<file path="src/rtl/add32_seq_arbiter.sv">
// add32_seq_arbiter: round-robin shared 16-bit ripple slice doing 32-bit add/sub in two passes.
// Optional subtraction is enabled by defining ADD32_SEQ_SUB_EN.
module add32_seq_arbiter (
  input  logic        clk,
  input  logic        rst_n,
  input  logic        reqA,
  input  logic        reqB,
  input  logic [31:0] in1A,
  input  logic [31:0] in2A,
  input  logic [31:0] in1B,
  input  logic [31:0] in2B,
  input  logic        subA,
  input  logic        subB,
  output logic        ackA,
  output logic        ackB,
  output logic        busy,
  output logic        resValid,
  output logic        resId,
  output logic [31:0] resSum,
  output logic        resCout,
  output logic        resOvf
);
  localparam logic [1:0] S_IDLE = 2'd0, S_LO = 2'd1, S_HI = 2'd2, S_DONE = 2'd3;
  logic [1:0]  r_state;
  logic        r_last, r_gnt_id, r_carry_mid, r_id, r_cout, r_ovf;
  logic [31:0] r_op1, r_op2, r_sum;
  logic [15:0] r_sum_lo;
  logic        w_req, w_gnt_b, w_sub, w_hi;
  logic [31:0] w_op2x;
  logic [15:0] w_a, w_b, w_s;
  logic [16:0] w_c;
  assign w_req   = reqA | reqB;
  assign w_gnt_b = reqB & (~reqA | ~r_last);
`ifdef ADD32_SEQ_SUB_EN
  logic r_sub;
  always_ff @(posedge clk or negedge rst_n)
    if (!rst_n) r_sub <= 1'b0;
    else if (r_state == S_IDLE && w_req) r_sub <= w_gnt_b ? subB : subA;
  assign w_sub = r_sub;
`else
  logic w_unused_sub;
  assign w_unused_sub = subA ^ subB;
  assign w_sub = 1'b0;
`endif
  assign w_op2x = w_sub ? ~r_op2 : r_op2;
  assign w_hi   = r_state == S_HI;
  assign w_a    = w_hi ? r_op1[31:16] : r_op1[15:0];
  assign w_b    = w_hi ? w_op2x[31:16] : w_op2x[15:0];
  // the LO pass takes the +1 of two's-complement negation as its carry in
  assign w_c[0] = w_hi ? r_carry_mid : w_sub;
  for (genvar i = 0; i < 16; i++) begin : g_rip
    assign w_s[i]   = w_a[i] ^ w_b[i] ^ w_c[i];
    assign w_c[i+1] = (w_a[i] & w_b[i]) | (w_c[i] & (w_a[i] ^ w_b[i]));
  end
  always_ff @(posedge clk or negedge rst_n) begin
    if (!rst_n) begin
      r_state     <= S_IDLE;
      r_last      <= 1'b1;
      r_gnt_id    <= 1'b0;
      r_op1       <= '0;
      r_op2       <= '0;
      r_sum_lo    <= '0;
      r_carry_mid <= 1'b0;
      r_sum       <= '0;
      r_cout      <= 1'b0;
      r_ovf       <= 1'b0;
      r_id        <= 1'b0;
    end else begin
      case (r_state)
        S_IDLE: if (w_req) begin
          r_state  <= S_LO;
          r_op1    <= w_gnt_b ? in1B : in1A;
          r_op2    <= w_gnt_b ? in2B : in2A;
          r_gnt_id <= w_gnt_b;
          r_last   <= w_gnt_b;
        end
        S_LO: begin
          r_sum_lo    <= w_s;
          r_carry_mid <= w_c[16];
          r_state     <= S_HI;
        end
        S_HI: begin
          r_sum   <= {w_s, r_sum_lo};
          r_cout  <= w_c[16];
          r_ovf   <= (r_op1[31] == w_op2x[31]) && (w_s[15] != r_op1[31]);
          r_id    <= r_gnt_id;
          r_state <= S_DONE;
        end
        default: r_state <= S_IDLE;
      endcase
    end
  end
  assign ackA     = r_state == S_LO && !r_gnt_id;
  assign ackB     = r_state == S_LO && r_gnt_id;
  assign busy     = r_state != S_IDLE;
  assign resValid = r_state == S_DONE;
  assign resId    = r_id;
  assign resSum   = r_sum;
  assign resCout  = r_cout;
  assign resOvf   = r_ovf;
endmodule

</file>
<file path="config.mk">
export PLATFORM = sky130hd
export DESIGN_NAME = add32_seq_arbiter
export DESIGN_NICKNAME = d
export VERILOG_FILES = /design/src/rtl/add32_seq_arbiter.sv
export SDC_FILE = /design/constraint.sdc
export NUM_CORES = 1
export LEC_CHECK = 0
export CORE_ASPECT_RATIO = 1.1
export CORE_MARGIN = 1.5
export CORE_UTILIZATION = 40
export CTS_BUF_LIST = sky130_fd_sc_hd__clkbuf_16
export CTS_CLUSTER_DIAMETER = 120
export DETAILED_ROUTE_END_ITERATION = 7
export HOLD_SLACK_MARGIN = 0.1
export PLACE_DENSITY = 0.72
export SYNTH_ARGS = -nofsm -noshare
export SYNTH_HDL_FRONTEND = slang
export SYNTH_SLANG_ARGS = --single-unit
export TNS_END_PERCENT = 100
</file>
<file path="constraint.sdc">
create_clock -name clk -period 8.9 [get_ports clk]
set_input_delay 1.335 -clock clk [delete_from_list [all_inputs] [get_ports clk]]
set_output_delay 1.335 -clock clk [all_outputs]
set_load 0.03 [all_outputs]
</file>
==> key figures, run 1 <==
Clocking
  – H-tree Lvls: 4
  – CTS tree: yes
  – Clock-pin slew on the worst setup and hold paths: 0.05 ns
  – CTS root buffer: clkbuf_16
  – Post-CTS Hold Fix Bufs: 0
  – Clock sinks: 120
  – Worst-Skew Late Latency: 0.40 ns
  – CTS buffer count: 17
  – Largest buffer count on any clock path: 2

Synthesis
  – Synth Net Count: 732
  – Ys Warns: 0
  – Post-synthesis sequential area ratio: 0.5137
  – Yosys top cell area share: 0.5092
  – Yosys top cell by area: dfrtp_1
  – Cell Area, Synth: 0.005848 mm²
  – Netlist cell types: 26
  – Area contributors post-synth: dfrtp_1 51%, a21oi_1 11%, mux2i_1 9.6%, fa_1 5.5%, mux2_2 5.2%
  – Post-Syn Instances: 576
  – Mapped Avg Cell Area: 10.15 µm²
  – Register bit total from synthesis: 120

Run status
  – Status: complete, no violations

Floorplanning
  – Die Span X: 118.3 µm
  – # IOs: 173
  – Row count: 46
  – Initial Util: 0.4081
  – Die Y: 129.8 µm
  – Core area: 0.01433 mm²
  – Die ar.: 0.01536 mm²

Setup path
  – WS Path Type: reg -> reg
  – R2R setup slack: 0.43 ns
  – Slowest stage delay, CP: 0.48 ns
  – CP Data Arrival Time: 8.80 ns
  – Worst-path maximum fanout: 5
  – Worst r2r src: r_state[0]$_DFFE_PN0P_
  – R2r endpoint: resOvf$_DFFE_PN0N_
  – CP max-delay cell: fa_1
  – Crit start category: flip-flop
  – Worst Path Required: 9.23 ns
  – R2R cell count: 25
  – Top cell by count, worst path: fa_1
  – Crit. End Element: flip-flop

Placed design
  – I/O Buffers: 170
  – Gpl congestion: 0.8256
  – Post-DP Area: 0.007680 mm²
  – Post-place setup slack: 0.2336 ns
  – # placed instances: 908
  – Hpwl dp: 11.47 mm

Hold path
  – Hold-critical path depth: 1
  – Hold Path Class: reg -> reg
  – Hold path startpoint: resSum[4]$_DFFE_PN0N_
  – Hold worst-path end: resSum[4]$_DFFE_PN0N_

Timing
  – Hold WS: 0.5024 ns
  – Unrepaired setup endpoints after global routing: false
  – Final Skew: 0.007601 ns
  – FMAX: 118.1 MHz
  – Slew Limit Fails: 0
  – Setup-failing EPs final: 0
  – Fin crit period: 8.470 ns
  – Worst-Margin Slew: 1.285 ns
  – Final Hold Fails: 0
  – Worst rel slew slack: 0.1430
  – Fin Setup TNS: 0 ns
  – Final period utilization: 0.9517
  – Final setup margin: 0.4296 ns

GRT
  – GRT Total Usage: 0.2087
  – Initial antenna violation count: 0
  – Largest net degree at the start of global routing: 87
  – Total gr overflow: 0
  – First-pass GRT wire length: 24.58 mm
  – Vias in the first global route: 4,873

Drt
  – Final ANT Viol Nets: 0
  – Wire per inst: 16.58 µm
  – 1st-iter DRT viols: 304
  – Vias per cell: 4.966
  – DR DRC count: 0
  – DR vias: 4,658
  – Total iterations of the first detailed-routing run: 4
  – Total routed wirelength: 15.55 mm

Finish
  – Area delta synth->final: 40.44%
  – Design area: 0.008213 mm²
  – Final Instance Count excl. Fillers: 938
  – Layout cell share with drive strength beyond 1: 0.09920
  – FILL cells: 1,241
  – Final nets: 891
  – # diodes: 0

Pwr
  – PD cells: 428.0 mW/mm²
  – Worst VDD drop: 0.1999 mV
  – P_leak: 0.003571 µW

Job
  – MaxCap Viol Count: 0
-- placed cells by master, fill, tap and decap left out, types with 2 or more instances in the layout --
cell type        count
a21oi_1            131
buf_4                9
clkinvlp_4           3
inv_2                2
clkinv_2             4
nor2_1              67
mux2i_1             56
inv_1               33
clkdlybuf4s50_1    169
fa_2                 2
dfrtp_1            118
mux2_2              27
ha_1                 4
o21ai_0              2
nand2_1             68
clkinv_1             4
fa_1                14
clkbuf_16           17
-- stage by stage --
stage	util	power, µW
CTS	0.5719	3536
global route	0.5731	3760
floorplan	-	2219
finish	0.5731	3515
detailed placement	0.5359	2928
global placement	0.5359	2841
-- cells in the mapped netlist --
cell	number
ha_1	6
o21a_1	1
mux2_2	27
nand2_1	68
inv_1	33
buf_2	31
o311ai_0	1
dfstp_2	1
nor2_1	67
clkbuf_1	3
a31oi_1	1
or3_1	1
and2_1	1
buf_4	4
dfrtp_1	119
a21bo_2	1
and3b_1	1
o21ai_0	2
fa_1	16
a21oi_1	131
nor2b_1	1
inv_2	1
mux2i_1	56
mux2_4	1
o21ai_1	1
a21boi_1	1
-- what timing repair did --
item                                    CTS  global route
gates resized for setup                   0             5
setup buffers                             0             0
endpoints found under the setup margin    0             3
-- state kept, by name, summed over array words and instances (netlist names) --
| name | cells |
|---|---|
| r_op1 | 32 |
| resSum | 32 |
| r_op2 | 32 |
| r_last | 1 |
| r_sum_lo | 16 |
| r_carry_mid | 1 |
| r_state | 2 |
| resOvf | 1 |
| resId | 1 |
| r_gnt_id | 1 |
| resCout | 1 |
-- cells by family (layout without fill, tap and decap cells) --
family | count (synthesis) | after routing | synth area share
AOI/OAI and AO/OA | 139 | 139 | 0.1215
adders and majority gates | 22 | 22 | 0.06761
buffers and inverters | 72 | 242 | 0.05541
DFF | 120 | 120 | 0.5137
muxes | 84 | 84 | 0.1504
and+or+nand+nor | 139 | 139 | 0.09136
-- critical path, delay by kind of cell, from the launching register on --
family / cells / cell delay, ns
flip-flops: 1 / 0.44
AND/OR/NAND/NOR: 2 / 0.30
AO/OA/AOI/OAI: 2 / 0.17
buffers and inverters: 4 / 0.35
adder cells (fa/ha/maj): 17 / 7.13
-- worst max-delay path by stage --
stage                                start                 end  slack, ns  depth (start not counted)
floorplan           r_state[0]$_DFFE_PN0P_  resOvf$_DFFE_PN0N_       0.23                         27
global placement    r_state[0]$_DFFE_PN0P_  resOvf$_DFFE_PN0N_       0.36                         25
detailed placement  r_state[0]$_DFFE_PN0P_  resOvf$_DFFE_PN0N_       0.23                         25
CTS                 r_state[0]$_DFFE_PN0P_  resOvf$_DFFE_PN0N_       0.18                         25
global route        r_state[0]$_DFFE_PN0P_  resOvf$_DFFE_PN0N_       0.05                         25
finish              r_state[0]$_DFFE_PN0P_  resOvf$_DFFE_PN0N_       0.43                         25
-- area by class of cell --
| cell class | instances | area, µm² | share of cell area |
|---|---|---|---|
| Clock buffer | 17 | 425.4 | 0.05180 |
| Inverter | 34 | 127.6 | 0.01554 |
| Tap cell | 192 | 240.2 | 0.02925 |
| Clock inverter | 13 | 91.34 | 0.01112 |
| Sequential cell | 120 | 3005 | 0.3659 |
| Timing Repair Buffer | 178 | 1759 | 0.2142 |
| Multi-Input combinational cell | 384 | 2564 | 0.3122 |
-- power by group --
part | internal, µW | total (µW) | switching, µW | leakage, µW
Sequential | 846 | 1010 | 169 | 0.00137
Clock | 372 | 594 | 223 | 0.000251
Combinational | 842 | 1910 | 1060 | 0.00195
Total | 2060 | 3520 | 1460 | 0.00357
-- routing by layer --
| metal | GRT usage | share of wire |
|---|---|---|
| met5 | 0 | 0 |
| met4 | 0.07030 | 0.019 |
| met3 | 0.05070 | 0.047 |
| met2 | 0.3646 | 0.51 |
| met1 | 0.2556 | 0.42 |
(Power assumes the default switching activity.)
==> inputs of run 2 (changes only) <==
--- a/config.mk
+++ b/config.mk
@@ -13,6 +13,8 @@
 export DETAILED_ROUTE_END_ITERATION = 7
 export HOLD_SLACK_MARGIN = 0.1
 export PLACE_DENSITY = 0.72
+export RECOVER_POWER = 100
+export SKIP_LAST_GASP = 1
 export SYNTH_ARGS = -nofsm -noshare
 export SYNTH_HDL_FRONTEND = slang
 export SYNTH_SLANG_ARGS = --single-unit
==> run 2 against run 1 <==
Net effect: the flow now finishes with violations (max-capacitance violations, max-slew violations); sequential share of layout area rose by 0.14 points; worst hold slack worse by 0.0053 ns; critical path type unchanged; clock power hardly changed; fmax shrank 0.15%; core utilization fell by 0.24 points; critical path depth unchanged; final cell count unchanged; die area unchanged; critical endpoint unchanged; combinational power is 2% lower.
==> key figures, run 2 (synthesized netlist as in run 1, its figures left out) <==
Clocking
  – CTS buffer count: 17
  – H-tree Lvls: 4
  – Clock sinks: 120
  – Post-CTS Hold Fix Bufs: 0
  – CTS root buffer: clkbuf_16
  – Clock-pin slew on the worst setup and hold paths: 0.05 ns
  – Worst-Skew Late Latency: 0.40 ns
  – Largest buffer count on any clock path: 2
  – CTS tree: yes

Floorplanning
  – Die Y: 129.8 µm
  – Die Span X: 118.3 µm
  – Row count: 46
  – Die ar.: 0.01536 mm²
  – Initial Util: 0.4081
  – # IOs: 173
  – Core area: 0.01433 mm²

Timing
  – FMAX: 117.9 MHz
  – Worst rel slew slack: -1.929
  – Worst-Margin Slew: 4.393 ns
  – Unrepaired setup endpoints after global routing: false
  – Final Hold Fails: 0
  – Slew Limit Fails: 256
  – Final period utilization: 0.9532
  – Fin crit period: 8.483 ns
  – Fin Setup TNS: 0 ns
  – Final Skew: 0.007808 ns
  – Setup-failing EPs final: 0

Setup path
  – WS Path Type: reg -> reg
  – R2R setup slack: 0.42 ns
  – Worst Path Required: 9.23 ns
  – Worst Setup EP: resOvf$_DFFE_PN0N_
  – Crit start category: flip-flop
  – Crit. End Element: flip-flop
  – Worst r2r src: r_state[0]$_DFFE_PN0P_
  – Worst setup startpoint: r_state[0]$_DFFE_PN0P_
  – R2r endpoint: resOvf$_DFFE_PN0N_
  – Worst-path maximum fanout: 5
  – R2R cell count: 25
  – CP Data Arrival Time: 8.81 ns

Finish
  – Design area: 0.008179 mm²
  – # diodes: 0
  – Most frequent cells in the layout: 131 x a21oi_1, 130 x clkdlybuf4s50_1, 119 x dfrtp_1
  – Area delta synth->final: 39.86%
  – Most common cell after layout, fill and taps aside: a21oi_1
  – Layout cell share with drive strength beyond 1: 0.08713
  – Final nets: 891

GRT
  – Met1 Use GR: 0.2556
  – Busiest grt layer: met2
  – Initial antenna violation count: 0
  – GRT Total Usage: 0.2087
  – Grt met2 use: 0.3646
  – Vias in the first global route: 4,873
  – Total gr overflow: 0
  – Largest net degree at the start of global routing: 87
  – Met3 usage: 0.05070
  – First-pass GRT wire length: 24.58 mm

Hold path
  – Hold Path Class: reg -> reg
  – Hold-critical path depth: 1
  – Hold path startpoint: resSum[4]$_DFFE_PN0N_

Drt
  – DR DRC count: 0
  – Final ANT Viol Nets: 0
  – 1st-iter DRT viols: 248
  – Wire per inst: 16.57 µm
  – Total routed wirelength: 15.55 mm
  – Vias per cell: 4.956
  – DR vias: 4,649
  – Total iterations of the first detailed-routing run: 4

Pwr
  – Clock Power Share: 0.171
  – PD cells: 424.3 mW/mm²
  – Worst VDD drop: 0.1995 mV
  – Sw Ratio: 0.4172
  – Part of the power in registers: 0.291
  – Net Switching: 1448 µW
  – P_leak: 0.003568 µW
  – Internal power: 2022 µW
  – Combinational share of power: 0.538

Placed design
  – I/O Buffers: 170
  – Post-DP Area: 0.007680 mm²
  – Gpl congestion: 0.8256
  – Hpwl dp: 11.47 mm

Run status
  – Status: finished with violations
  – Failing checks: max-capacitance violations, max-slew violations

Job
  – MaxCap Viol Count: 5
[run 2: cell types whose count changed in the layout (fill, tap and decap cells not counted), sizes merged]
cell	delta
buf	-4
dlygate4sd3	+39
clkbuf	+4
clkdlybuf4s50	-39
[run 2: worst max-delay path, cell delays in order, from the launching register on]
cell and delay, ns:
dfrtp_1 0.43, inv_2 0.09, ha_4 0.19, mux2i_1 0.13
fa_1 0.43, fa_1 0.46, fa_1 0.46, fa_1 0.46
fa_1 0.47, fa_1 0.47, fa_1 0.47, fa_1 0.46
fa_1 0.46, fa_1 0.48, fa_2 0.43, fa_2 0.42
fa_1 0.44, inv_1 0.09, fa_1 0.17, inv_1 0.06
fa_1 0.42, inv_1 0.09, fa_1 0.43, and3b_1 0.23
a21oi_1 0.04, a21oi_1 0.13
[run 2: how the worst min path moves through the flow]
stage	endpoint	slack (ns)
2_1_floorplan	r_sum_lo[13]$_DFFE_PN0N_	0.47
3_3_place_gp	resSum[6]$_DFFE_PN0N_	0.49
3_5_place_dp	r_sum_lo[15]$_DFFE_PN0N_	0.49
4_1_cts	r_sum_lo[15]$_DFFE_PN0N_	0.50
5_1_grt	r_sum_lo[15]$_DFFE_PN0N_	0.52
6_report	resSum[4]$_DFFE_PN0N_	0.50
[run 2: stage by stage]
stage               instances  setup WS [ns]  hold WS, ns    util  total power, µW
finish                    938         0.4168       0.4971  0.5707             3470
global route              938        0.02603       0.5194  0.5707             3719
CTS                       938         0.1788       0.5033  0.5719             3536
detailed placement        908         0.2336       0.4914  0.5359             2928
global placement          908         0.3597       0.4883  0.5359             2841
floorplan                 576         0.2268       0.4750       -             2219
[run 2: routing by layer]
metal | wire [µm] | up-vias | part of all wire
li1 | - | 2236 | -
met1 | 6556 | 2254 | 0.42
met2 | 8000 | 140 | 0.51
met3 | 706 | 19 | 0.045
met4 | 282 | 0 | 0.018
met5 | 0 | - | 0
[run 2: what timing repair did]
item | in CTS | in global routing
setup endpoints to repair | 0 | 3
setup buffers | 0 | 0
resized for setup | 0 | 5
hold endpoints to repair | 0 | 0
[run 2: power by group through the flow]
| stage | Combinational [µW] | Sequential [µW] | Clock (µW) |
|---|---|---|---|
| 2_1_floorplan | 1090 | 1130 | 0 |
| 3_3_place_gp | 1830 | 1010 | 0 |
| 3_5_place_dp | 1900 | 1030 | 0 |
| 4_1_cts | 1910 | 1020 | 605 |
| 5_1_grt | 2040 | 1050 | 629 |
| 6_report | 1870 | 1010 | 594 |
[run 2: layout make-up]
class | instances | area [µm²]
timing repair buffer | 178 | 1744
tap | 192 | 240.2
inverter | 34 | 127.6
fill | 1250 | 6152
clock buffer | 17 | 425.4
sequential | 120 | 3004
clock inverter | 13 | 91.34
multi-input combinational | 384 | 2546
